--- src/rtl/conv3x3_mac_sched.sv ---
// conv3x3_mac_sched
// Sequential 3x3 window dot product: one DW x DW multiplier and an ACC_W
// accumulator step through the nine taps, one tap per clock.
// Upstream and downstream use valid/ready handshakes. A 9-entry weight
// register file is writable only while idle, so weights are frozen per window.
//
// Optional build macro: CONV_MAC_SAT_EN
//   defined   : out_data saturates to all-ones when out_sum exceeds the DW range
//   undefined : out_data is the low DW bits of out_sum (truncation)
//
// state | meaning
// ------+-------------------------------------------------------------
// IDLE  | waiting for a window; in_ready high, weight writes accepted
// MAC   | one multiply-accumulate per clock, taps 0..8 in row-major order
// DONE  | out_valid high, result held until the out_ready handshake

module conv3x3_mac_sched #(
    parameter int DW    = 8,
    parameter int TAPS  = 9,
    parameter int ACC_W = 20
) (
    input  logic                 clk,
    input  logic                 rst_n,
    input  logic                 wt_we,
    input  logic [3:0]           wt_addr,
    input  logic [DW-1:0]        wt_data,
    input  logic                 in_valid,
    output logic                 in_ready,
    input  logic [TAPS*DW-1:0]   in_pix,
    output logic                 out_valid,
    input  logic                 out_ready,
    output logic [DW-1:0]        out_data,
    output logic [ACC_W-1:0]     out_sum,
    output logic                 busy
);

    typedef enum logic [1:0] {
        IDLE = 2'd0,
        MAC  = 2'd1,
        DONE = 2'd2
    } state_t;

    localparam logic [3:0] LAST_TAP = 4'(TAPS - 1);

    state_t                state;
    logic [TAPS*DW-1:0]    win;
    logic [DW-1:0]         wt [TAPS];
    logic [ACC_W-1:0]      acc;
    logic [3:0]            tap;

    logic [DW-1:0]         pix_sel;
    logic [DW-1:0]         wt_sel;
    logic [2*DW-1:0]       prod;
    logic [ACC_W-1:0]      acc_next;
    logic [DW-1:0]         data_next;
    logic                  wt_wr_en;

    // Select the current tap operands, form the product and the next sum.
    always_comb begin
        pix_sel  = win[DW*tap +: DW];
        wt_sel   = wt[tap];
        prod     = {{DW{1'b0}}, pix_sel} * {{DW{1'b0}}, wt_sel};
        acc_next = acc + {{(ACC_W-2*DW){1'b0}}, prod};
`ifdef CONV_MAC_SAT_EN
        if (|acc_next[ACC_W-1:DW]) begin
            data_next = {DW{1'b1}};
        end else begin
            data_next = acc_next[DW-1:0];
        end
`else
        data_next = acc_next[DW-1:0];
`endif
    end

    // Out-of-range addresses and writes outside IDLE are silently dropped.
    always_comb begin
        wt_wr_en = wt_we && (state == IDLE) && (wt_addr <= LAST_TAP);
    end

    // Weight register file; a write on the accept edge is seen by that window.
    always_ff @(posedge clk or negedge rst_n) begin
        if (!rst_n) begin
            for (int i = 0; i < TAPS; i++) begin
                wt[i] <= '0;
            end
        end else if (wt_wr_en) begin
            wt[wt_addr] <= wt_data;
        end
    end

    // Control FSM with registered handshake and status outputs.
    always_ff @(posedge clk or negedge rst_n) begin
        if (!rst_n) begin
            state     <= IDLE;
            win       <= '0;
            acc       <= '0;
            tap       <= '0;
            out_sum   <= '0;
            out_data  <= '0;
            out_valid <= 1'b0;
            busy      <= 1'b0;
            in_ready  <= 1'b1;
        end else begin
            case (state)
                IDLE: begin
                    if (in_valid) begin
                        win      <= in_pix;
                        acc      <= '0;
                        tap      <= '0;
                        in_ready <= 1'b0;
                        busy     <= 1'b1;
                        state    <= MAC;
                    end
                end
                MAC: begin
                    acc <= acc_next;
                    if (tap == LAST_TAP) begin
                        tap       <= '0;
                        out_sum   <= acc_next;
                        out_data  <= data_next;
                        out_valid <= 1'b1;
                        state     <= DONE;
                    end else begin
                        tap <= tap + 4'd1;
                    end
                end
                DONE: begin
                    // in_ready rises only after the handshake edge, never alongside it.
                    if (out_ready) begin
                        out_valid <= 1'b0;
                        busy      <= 1'b0;
                        in_ready  <= 1'b1;
                        state     <= IDLE;
                    end
                end
                default: begin
                    out_valid <= 1'b0;
                    busy      <= 1'b0;
                    in_ready  <= 1'b1;
                    state     <= IDLE;
                end
            endcase
        end
    end

endmodule

--- config.mk ---
export PLATFORM = sky130hd
export DESIGN_NAME = conv3x3_mac_sched
export DESIGN_NICKNAME = d
export VERILOG_FILES = /design/src/rtl/conv3x3_mac_sched.sv
export SDC_FILE = /design/constraint.sdc
export NUM_CORES = 1
export LEC_CHECK = 0
export CORE_MARGIN = 4
export CORE_UTILIZATION = 49
export CTS_BUF_LIST = sky130_fd_sc_hd__clkbuf_8
export DETAILED_ROUTE_END_ITERATION = 6
export GPL_TIMING_DRIVEN = 0
export PLACE_DENSITY_LB_ADDON = 0.15
export SYNTH_ARGS = -nofsm -noshare
export SYNTH_HDL_FRONTEND = slang
export SYNTH_SLANG_ARGS = --single-unit
export TNS_END_PERCENT = 5
--- constraint.sdc ---
create_clock -name clk -period 6.5 [get_ports clk]
set_input_delay 1.3 -clock clk [delete_from_list [all_inputs] [get_ports clk]]
set_output_delay 1.3 -clock clk [all_outputs]
set_load 0.01 [all_outputs]
# --- Word level (Yosys, flattened, before mapping) ---
# Cells that the tools add are included.
totals:
  regBits: 201
  out_inout_bits: 31
  wordCells: 70
classes:
  addsub: 2
  n_mul: 1
  order_cmp: 4
  n_eq_ne: 6
  shift: 1
  n_mux: 23
  bitwise_logic: 4
  n_reduce_logical: 11
ops:
  columns: ["op", "count"]
  rows:
  - ["72-bit bitwise mux", 1]
  - ["72-bit by 8-bit variable part select with 8-bit output", 1]
  - ["20-bit case mux with 2 select lines", 1]
  - ["8-bit binary-select mux with 4-bit select", 1]
  - ["8-bit demux with 4-bit select", 1]
  - ["8-bit two-way mux", 3]
  - ["20-bit by 16-bit adder with 20-bit output", 1]
  - ["20-bit two-way mux", 1]
  - ["8-bit by 8-bit multiplier with 16-bit output", 1]
  - ["5-bit greater-or-equal comparator, second input constant", 2]
  - ["4-bit inverter with 5-bit output", 2]
  - ["1-bit case mux with 3 select lines", 3]
  - ["3-bit AND reduction", 3]
  - ["4-bit two-way mux", 2]
  - ["4-bit case mux with 2 select lines", 1]
  - ["2-bit two-way mux", 3]
  - ["2-bit != test, second input constant", 3]
  - ["2-bit case mux with 3 select lines", 1]
  - ["2-bit AND reduction", 3]
  - ["5-bit by 1-bit < comparator with 1-bit output, second input constant", 1]
  - ["1-bit two-way mux", 5]
  - ["4-bit by 1-bit adder with 4-bit output, second input constant", 1]
  - ["4-bit equality test, second input constant", 1]
  - ["4-bit <= comparator, second input constant", 1]
  - ["other kinds (6)", 9]

# --- Logic depth before layout (Yosys ltp) ---
# Gate-level depths: netlist of the first run.
logic_depth:
  depth_word: 7
  depth_mapped: 24

# --- Least setup slack after synthesis of the first run ---
# Ideal clock, no wire load.
synth_timing:
  kind: "reg2reg"
  start: "register tap[0]"
  end: "register out_sum[18]"
  setup_ns: 0.116
  t_arrival_ns: 5.372
  required_ns: 6.384
  slack_ns: 1.012
  stages_incl_launch_ff: 22
  path_buffers: 3
  cell_sequence: "dfrtp_1 buf_6 buf_6 mux4_2 mux2i_1 nor2_1 a21oi_2 nor2_1 fa_1 fa_1 inv_1 fa_1 fa_1 inv_1 ha_1 clkbuf_1 a21oi_1 o21ai_0 o311a_1 a311oi_1 nand4_1 o311ai_0"
synth_between:
  elab_chain_cells: 6
  word_cells_on_any_way: 9
  classes_between: "add/sub: 1; mul: 1; eq/ne: 1; shift: 1; mux: 3; bitwise: 1; reduce/logical: 1"
synth_lines:
  columns: ["item", "line", "text"]
  rows:
  - ["start, declared", "49", "logic [3:0] tap;"]
  - ["start signal, assigned", "124", "tap <= tap + 4'd1;"]
  - ["branches (longest 6 deep; another with 20-bit by 16-bit adder with 20-bit output)", null, null]
  - ["end signal, assigned", "119", "out_sum <= acc_next;"]
  - ["end, declared", "33", "output logic [ACC_W-1:0] out_sum,"]
# Several ways; the timed one is not identified. The select of a mux whose other input is x is not followed.
# A chain may end at the register's enable or synchronous reset.

# --- Final worst setup path of the first run ---
layout_timing:
  start: "register tap[0]"
  end: "register acc[18]"
layout_between:
  elab_chain_cells: 7
  word_cells_on_any_way: 8
  classes_between: "add/sub: 1; mul: 1; shift: 1; mux: 4; bitwise: 1"
layout_lines:
  columns: ["item", "line", "text"]
  rows:
  - ["branches (longest 4 deep; another with 72-bit by 8-bit variable part select with 8-bit output)", null, null]
  - ["8-bit by 8-bit multiplier with 16-bit output (*)", "62", "prod = {{DW{1'b0}}, pix_sel} * {{DW{1'b0}}, wt_sel};"]
  - ["20-bit by 16-bit adder with 20-bit output (*)", "63", "acc_next = acc + {{(ACC_W-2*DW){1'b0}}, prod};"]
  - ["20-bit case mux with 2 select lines (*)", "104", "case (state)"]
  - ["end signal, assigned", "116", "acc <= acc_next;"]
  - ["end, declared", "48", "logic [ACC_W-1:0] acc;"]
# Every way passes the cells marked *. The select of a mux whose other input is x is not followed.

==> reports/qor.yml, run 1 <==
outcome:
  outcome: "finished clean"
floorplanning:
  fp-row-count: 55
  boundaryPins: 120
  die_x_um: 160
  die_y_um: 160
  initial_core_util_pct: 49.9
  core-area_um2: 22600
  die_area_um2: 25500
routing:
  route.vias.total: 7508
  first_iter_violations: 292
  drc: 0
  post_drt_wl_per_cell_um: 18.3
  via_per_inst: 5.42
  drt_first_pass_iters: 7
  wirelength_mm: 25.4
  ant_nets: 0
synthesis:
  synth.area.top_cells: "dfrtp_1, mux2_2, fa_1"
  ys_ff_latch: 193
  syn_area_per_cell_um2: 11.9
  yosys.area.top_type: "dfrtp_1"
  yosysMostFrequentCell: "dfrtp_1"
  synth_top_area_share_pct: 42.5
  ys_warn_count: 0
  synth_common_cells: "dfrtp_1, mux2_2, inv_1"
  synth_cells: 949
  ys_seq_area_share_pct: 42.8
  synth_nets: 1131
  synth.cell_area_um2: 11300
  ys.flop_type: "dfrtp_1"
  synth_edf_count: 0
  synthArstFlopShare_pct: 100
  synth.distinct_cells: 56
critical_path:
  arrival_ns: 6.54
  rr_endpoint: "acc[18]"
  crit_fanout: 10
  critPathLaunchType: "flip-flop"
  rr_startpoint: "tap[0]"
  cp-end-kind: "flip-flop"
  worstPathRequired_ns: 6.86
  r2r_slack_ns: 0.32
  worstSetupPathType: "flip-flop to flip-flop"
  r2r_cells: 21
clock_tree:
  hold_buffers: 0
  clk_pin_slew_worst_paths_ns: 0.12
  clock_path_buffers: 2
  cts_root_buf: "clkbuf_8"
  cts.repair.resized: 0
  post_cts_buffers: 0
  insertion_delay_ns: 0.50
  htree_levels: 4
  cts_buffers: 17
  cts_tree: "yes"
  cts.sinks: 193
placed_design:
  dp_hpwl_mm: 19.4
  gp_congestion: 0.896
  io_buffers: 117
  placed_area_um2: 12900
layout:
  final_area_um2: 13300
  drive_above_1_share_pct: 24.7
  utilization_pct: 58.9
  fill_cells: 1916
  area_delta_synth_final_pct: 18.1
  nets: 1268
timing:
  hold_violations: 0
  fin_tns_setup_ns: 0
  period_needed_ns: 6.18
  fin_skew_ns: 0.0245
  rsz0062_at_grt: "yes"
  slew_headroom_pct: 34.9
  period_share_pct: 95.1
  fmax_ghz: 0.162
  tightest_slew_ns: 0.966
  whs_ns: 0.487
  finalSetupViolCount: 0
  drv_slew: 0
flow_run:
  cap_violations: 0
global_routing:
  overflow: 0
  grt_usage_pct: 20.6
  grt_start_max_net_pins: 107
  antenna_found_initial: 2
  grt_pass1_wl_mm: 41.7
  grt_pass1_vias: 7910
worst_hold_path:
  min_to: "out_sum[17]"
  whs_path_depth: 2
  hold_path_class: "flip-flop to flip-flop"
  hp-start: "out_sum[17]"
## per-stage QoR
step / instances / setup WS, ns
5_1_grt: 1385 / -0.0515
2_1_floorplan: 949 / 1.01
6_report: 1385 / 0.320
4_1_cts: 1384 / 0.0512
3_3_place_gp: 1351 / -4.09
3_5_place_dp: 1352 / 0.0788
## cells by family (layout without fill, tap and decap cells)
group,count (synthesis),after routing,synth area share (%)
xor gates and xnor gates,14,14,1.09
DFF,193,193,42.8
AOI/OAI and AO/OA,102,102,5.87
muxes,193,193,22.3
adders and majority gates,93,93,13.6
buffers and inverters,150,300,5.71
other,0,1,0
and+or+nand+nor,204,204,8.69
## layout by cell type (no fill, tap or decap), types with 6 or more instances in the layout
master           count
a21o_1               6
nor2_1              68
buf_2               14
inv_1              100
nor2b_1              6
nand2_1             70
nand4_1              7
or2_2                7
dfrtp_1            192
a21oi_2             10
ha_1                43
mux4_2              32
xor2_1               8
o21ai_0             32
o22ai_1             12
mux2_2             145
nand3_1              6
buf_4                8
mux2i_1             16
nand2b_1            19
xnor2_1              6
clkdlybuf4s50_1    116
fa_1                50
clkbuf_8            17
a21oi_1             17
clkbuf_1            20
## worst max path at each step
| stage | to | from | slack, ns |
|---|---|---|---|
| final | acc[18] | tap[0] | 0.32 |
| after global routing | out_sum[13] | tap[0] | -0.05 |
| after CTS | acc[18] | tap[0] | 0.05 |
| after detailed placement | out_sum[19] | tap[1] | 0.08 |
| after global placement | wt[16] | rst_n | -4.09 |
| after floorplan | out_sum[18] | tap[0] | 1.01 |
## critical path: stages, from the launching register on
cell	delay, ns
dfrtp_1	0.43
buf_6	0.23
buf_6	0.23
mux4_2	0.55
mux2i_1	0.21
nor2_1	0.10
a21oi_4	0.30
nor2_1	0.11
fa_1	0.51
fa_1	0.55
inv_1	0.06
fa_1	0.50
fa_1	0.55
inv_1	0.04
ha_1	0.28
clkbuf_1	0.18
a21oi_1	0.15
o21ai_0	0.13
o311a_1	0.33
a311oi_2	0.32
nand4_1	0.13
o311ai_0	0.13
## per-layer routing
| layer | routed length (µm) | vias to the layer above | share of wire (%) | track usage (%) |
|---|---|---|---|---|
| met5 | 8 | - | 0.031 | 0 |
| met4 | 493 | 2 | 1.9 | 6.10 |
| met3 | 1110 | 28 | 4.4 | 4.08 |
| met2 | 12700 | 142 | 50 | 35.4 |
| met1 | 11100 | 3827 | 44 | 26.6 |
| li1 | - | 3509 | - | - |
## state kept, by name, summed over array words and instances (netlist names)
name / flops
win: 72
acc: 20
in_ready: 1
busy: 1
wt: 72
out_valid: 1
state: 2
tap: 4
out_sum: 13
out_data: 7
## cell type report
cell class / count / area (µm²) / area share, %
inverter: 100 / 375 / 2.81
timing repair buffer: 118 / 1200 / 9.03
antenna: 1 / 2.50 / 0.0188
tap: 285 / 357 / 2.67
multi-input combinational: 606 / 5870 / 44.0
buffer: 50 / 273 / 2.05
sequential: 193 / 4830 / 36.2
clock inverter: 15 / 194 / 1.45
clock buffer: 17 / 234 / 1.75
Power of run 1 is not shown: default switching activity piles up to over one toggle a cycle in this logic, so the estimate is an artifact.
==> inputs of run 2 (changes only) <==
--- a/config.mk
+++ b/config.mk
@@ -5,12 +5,12 @@
 export SDC_FILE = /design/constraint.sdc
 export NUM_CORES = 1
 export LEC_CHECK = 0
-export CORE_MARGIN = 4
 export CORE_UTILIZATION = 49
 export CTS_BUF_LIST = sky130_fd_sc_hd__clkbuf_8
 export DETAILED_ROUTE_END_ITERATION = 6
 export GPL_TIMING_DRIVEN = 0
 export PLACE_DENSITY_LB_ADDON = 0.15
+export SLEW_MARGIN = 20
 export SYNTH_ARGS = -nofsm -noshare
 export SYNTH_HDL_FRONTEND = slang
 export SYNTH_SLANG_ARGS = --single-unit
==> run 2 against run 1 <==
- via count shrank 1.6%
- register-to-register slack lost 0.06 ns
- setup slack lost 0.060 ns
- maximum frequency shrank 0.97%
- critical path depth shrank 1
- cell count grew 0.22%
- non-clock buffer count grew 4
- clock skew shrank 0.0039 ns
- die area shrank 7.4%
- wire length shrank 0.72%
- flip-flop and latch count is the same
- hold slack gained 0.00091 ns
==> reports/qor.yml, run 2 (same netlist as run 1, synthesis figures left out) <==
outcome:
  outcome: "finished clean"  # unchanged
timing:
  period_needed_ns: 6.24  # was 6.18 ns
  tightest_slew_ns: 1.00  # was 0.966 ns
  fmax_ghz: 0.160  # was 0.162 GHz
  hold_violations: 0  # unchanged
  period_share_pct: 96.0  # was 95.1%
  finalWorstSetupSlack_ns: 0.260  # was 0.320 ns
  fin_skew_ns: 0.0206  # was 0.0245 ns
  slew_headroom_pct: 32.7  # was 34.9%
  rsz0062_at_grt: "no"  # was yes
  finalSetupViolCount: 0  # unchanged
  drv_slew: 0  # unchanged
routing:
  via_per_inst: 5.32  # was 5.42
  route.vias.total: 7391  # was 7508
  wirelength_mm: 25.2  # was 25.4 mm
  first_iter_violations: 353  # was 292
  post_drt_wl_per_cell_um: 18.2  # was 18.3 µm
  drt_first_pass_iters: 4  # was 7
  ant_nets: 0  # unchanged
  drc: 0  # unchanged
clock_tree:
  clk_pin_slew_worst_paths_ns: 0.11  # was 0.12 ns
  insertion_delay_ns: 0.48  # was 0.50 ns
  clock_path_buffers: 2  # unchanged
  htree_levels: 4  # unchanged
  cts_tree: "yes"  # unchanged
  cts_root_buf: "clkbuf_8"  # unchanged
  cts.sinks: 193  # unchanged
  cts_buffers: 17  # unchanged
  hold_buffers: 0  # unchanged
critical_path:
  arrival_ns: 6.61  # was 6.54 ns
  critPathLaunchType: "flip-flop"  # unchanged
  crit_fanout: 10  # unchanged
  worstSetupPathType: "flip-flop to flip-flop"  # unchanged
  worstPathRequired_ns: 6.87  # was 6.86 ns
  cp-end-kind: "flip-flop"  # unchanged
placed_design:
  gp_congestion: 0.890  # was 0.896
  placed_area_um2: 12900  # about the same
  dp_cells: 1353  # was 1352
  dp_hpwl_mm: 18.7  # was 19.4 mm
  io_buffers: 117  # unchanged
  place_worst_setup_slack_ns: 0.0903  # was 0.0788 ns
layout:
  area_delta_synth_final_pct: 18.8  # was 18.1%
  final_cell_mix: "dfrtp_1, mux2_2, clkdlybuf4s50_1, inv_1, nand2_1"  # unchanged
  top_regs: "win: 72 flops, wt: 72 flops, acc: 20 flops"  # unchanged
  antenna_cells: 0  # was 1
  final_common_cell: "dfrtp_1"  # unchanged
  utilization_pct: 59.3  # was 58.9%
  nets: 1272  # was 1268
  fill_cells: 1887  # was 1916
  final_area_um2: 13400  # was 13300 µm²
  stdcell_count: 1388  # was 1385
  drive_above_1_share_pct: 25.0  # was 24.7%
worst_hold_path:
  hold_path_class: "flip-flop to flip-flop"  # unchanged
global_routing:
  grt_usage_pct: 22.9  # was 20.6%
  antenna_found_initial: 0  # was 2
  grt_pass1_vias: 7755  # was 7910
  grt_pass1_wl_mm: 41.6  # was 41.7 mm
  overflow: 0  # unchanged
  grt_start_max_net_pins: 98  # was 107
flow_run:
  cap_violations: 0  # unchanged
floorplanning:
  initial_core_util_pct: 49.9  # unchanged
  die_area_um2: 23700  # was 25500 µm²
  boundaryPins: 120  # unchanged
  core-area_um2: 22600  # unchanged
  die_x_um: 154  # was 160 µm
  die_y_um: 154  # was 160 µm
  fp-row-count: 55  # unchanged
## run 2: what timing repair did
action,in CTS,in global routing
setup endpoints to repair,0,15
setup buffers,0,3
gates resized for setup,0,14
## run 2: worst max-delay path, cell delays in order, from the launching register on
cell and delay (ns):
dfrtp_1 0.42, buf_6 0.23, buf_6 0.23, mux4_2 0.54, mux2i_1 0.15, nor2_1 0.08, a21oi_2 0.42, or2_2 0.22
fa_1 0.41, fa_1 0.54, inv_1 0.05, fa_1 0.55, inv_1 0.06, fa_1 0.53, inv_1 0.04, ha_1 0.35
nand4_1 0.16, a21oi_1 0.48, a211oi_1 0.17, xnor2_1 0.19, mux2_2 0.29
## run 2: worst paths after layout
| kind | start | end | depth (start not counted) | slack [ns] |
|---|---|---|---|---|
| min in group asynchronous | rst_n | out_sum[9] | 2 | 0.84 |
| min | out_sum[10] | out_sum[10] | 2 | 0.49 |
| max reg2reg | tap[0] | out_sum[14] | 20 | 0.26 |
| max in group asynchronous | rst_n | wt[33] | 3 | 4.83 |
| min reg2reg | out_sum[10] | out_sum[10] | 2 | 0.49 |
| max | tap[0] | out_sum[14] | 20 | 0.26 |
## run 2: layout make-up
class	instances	area, µm²	area share (%)
Multi-Input combinational cell	606	5910	44.0
Sequential cell	193	4830	36.0
Timing Repair Buffer	122	1250	9.34
Inverter	100	375	2.80
Tap cell	285	357	2.66
Buffer	50	270	2.01
Clock buffer	18	248	1.85
Clock inverter	14	176	1.31
## run 2: through the flow
stage / hold slack (ns) / setup TNS [ns]
CTS: 0.495 / 0
floorplan: 0.450 / 0
detailed placement: 0.469 / 0
global placement: 0.464 / -791.88
global route: 0.516 / 0
finish: 0.488 / 0
## run 2: layer usage
| layer | vias up | share of wire, % | track usage [%] | wire, µm |
|---|---|---|---|---|
| li1 | 3500 | - | - | - |
| met1 | 3718 | 44 | 29.9 | 11000 |
| met2 | 145 | 50 | 38.0 | 12500 |
| met3 | 28 | 4.3 | 4.65 | 1080 |
| met4 | 0 | 2.4 | 8.19 | 601 |
| met5 | - | 0 | 0 | 0 |
Power of run 2 is left out for the same reason.
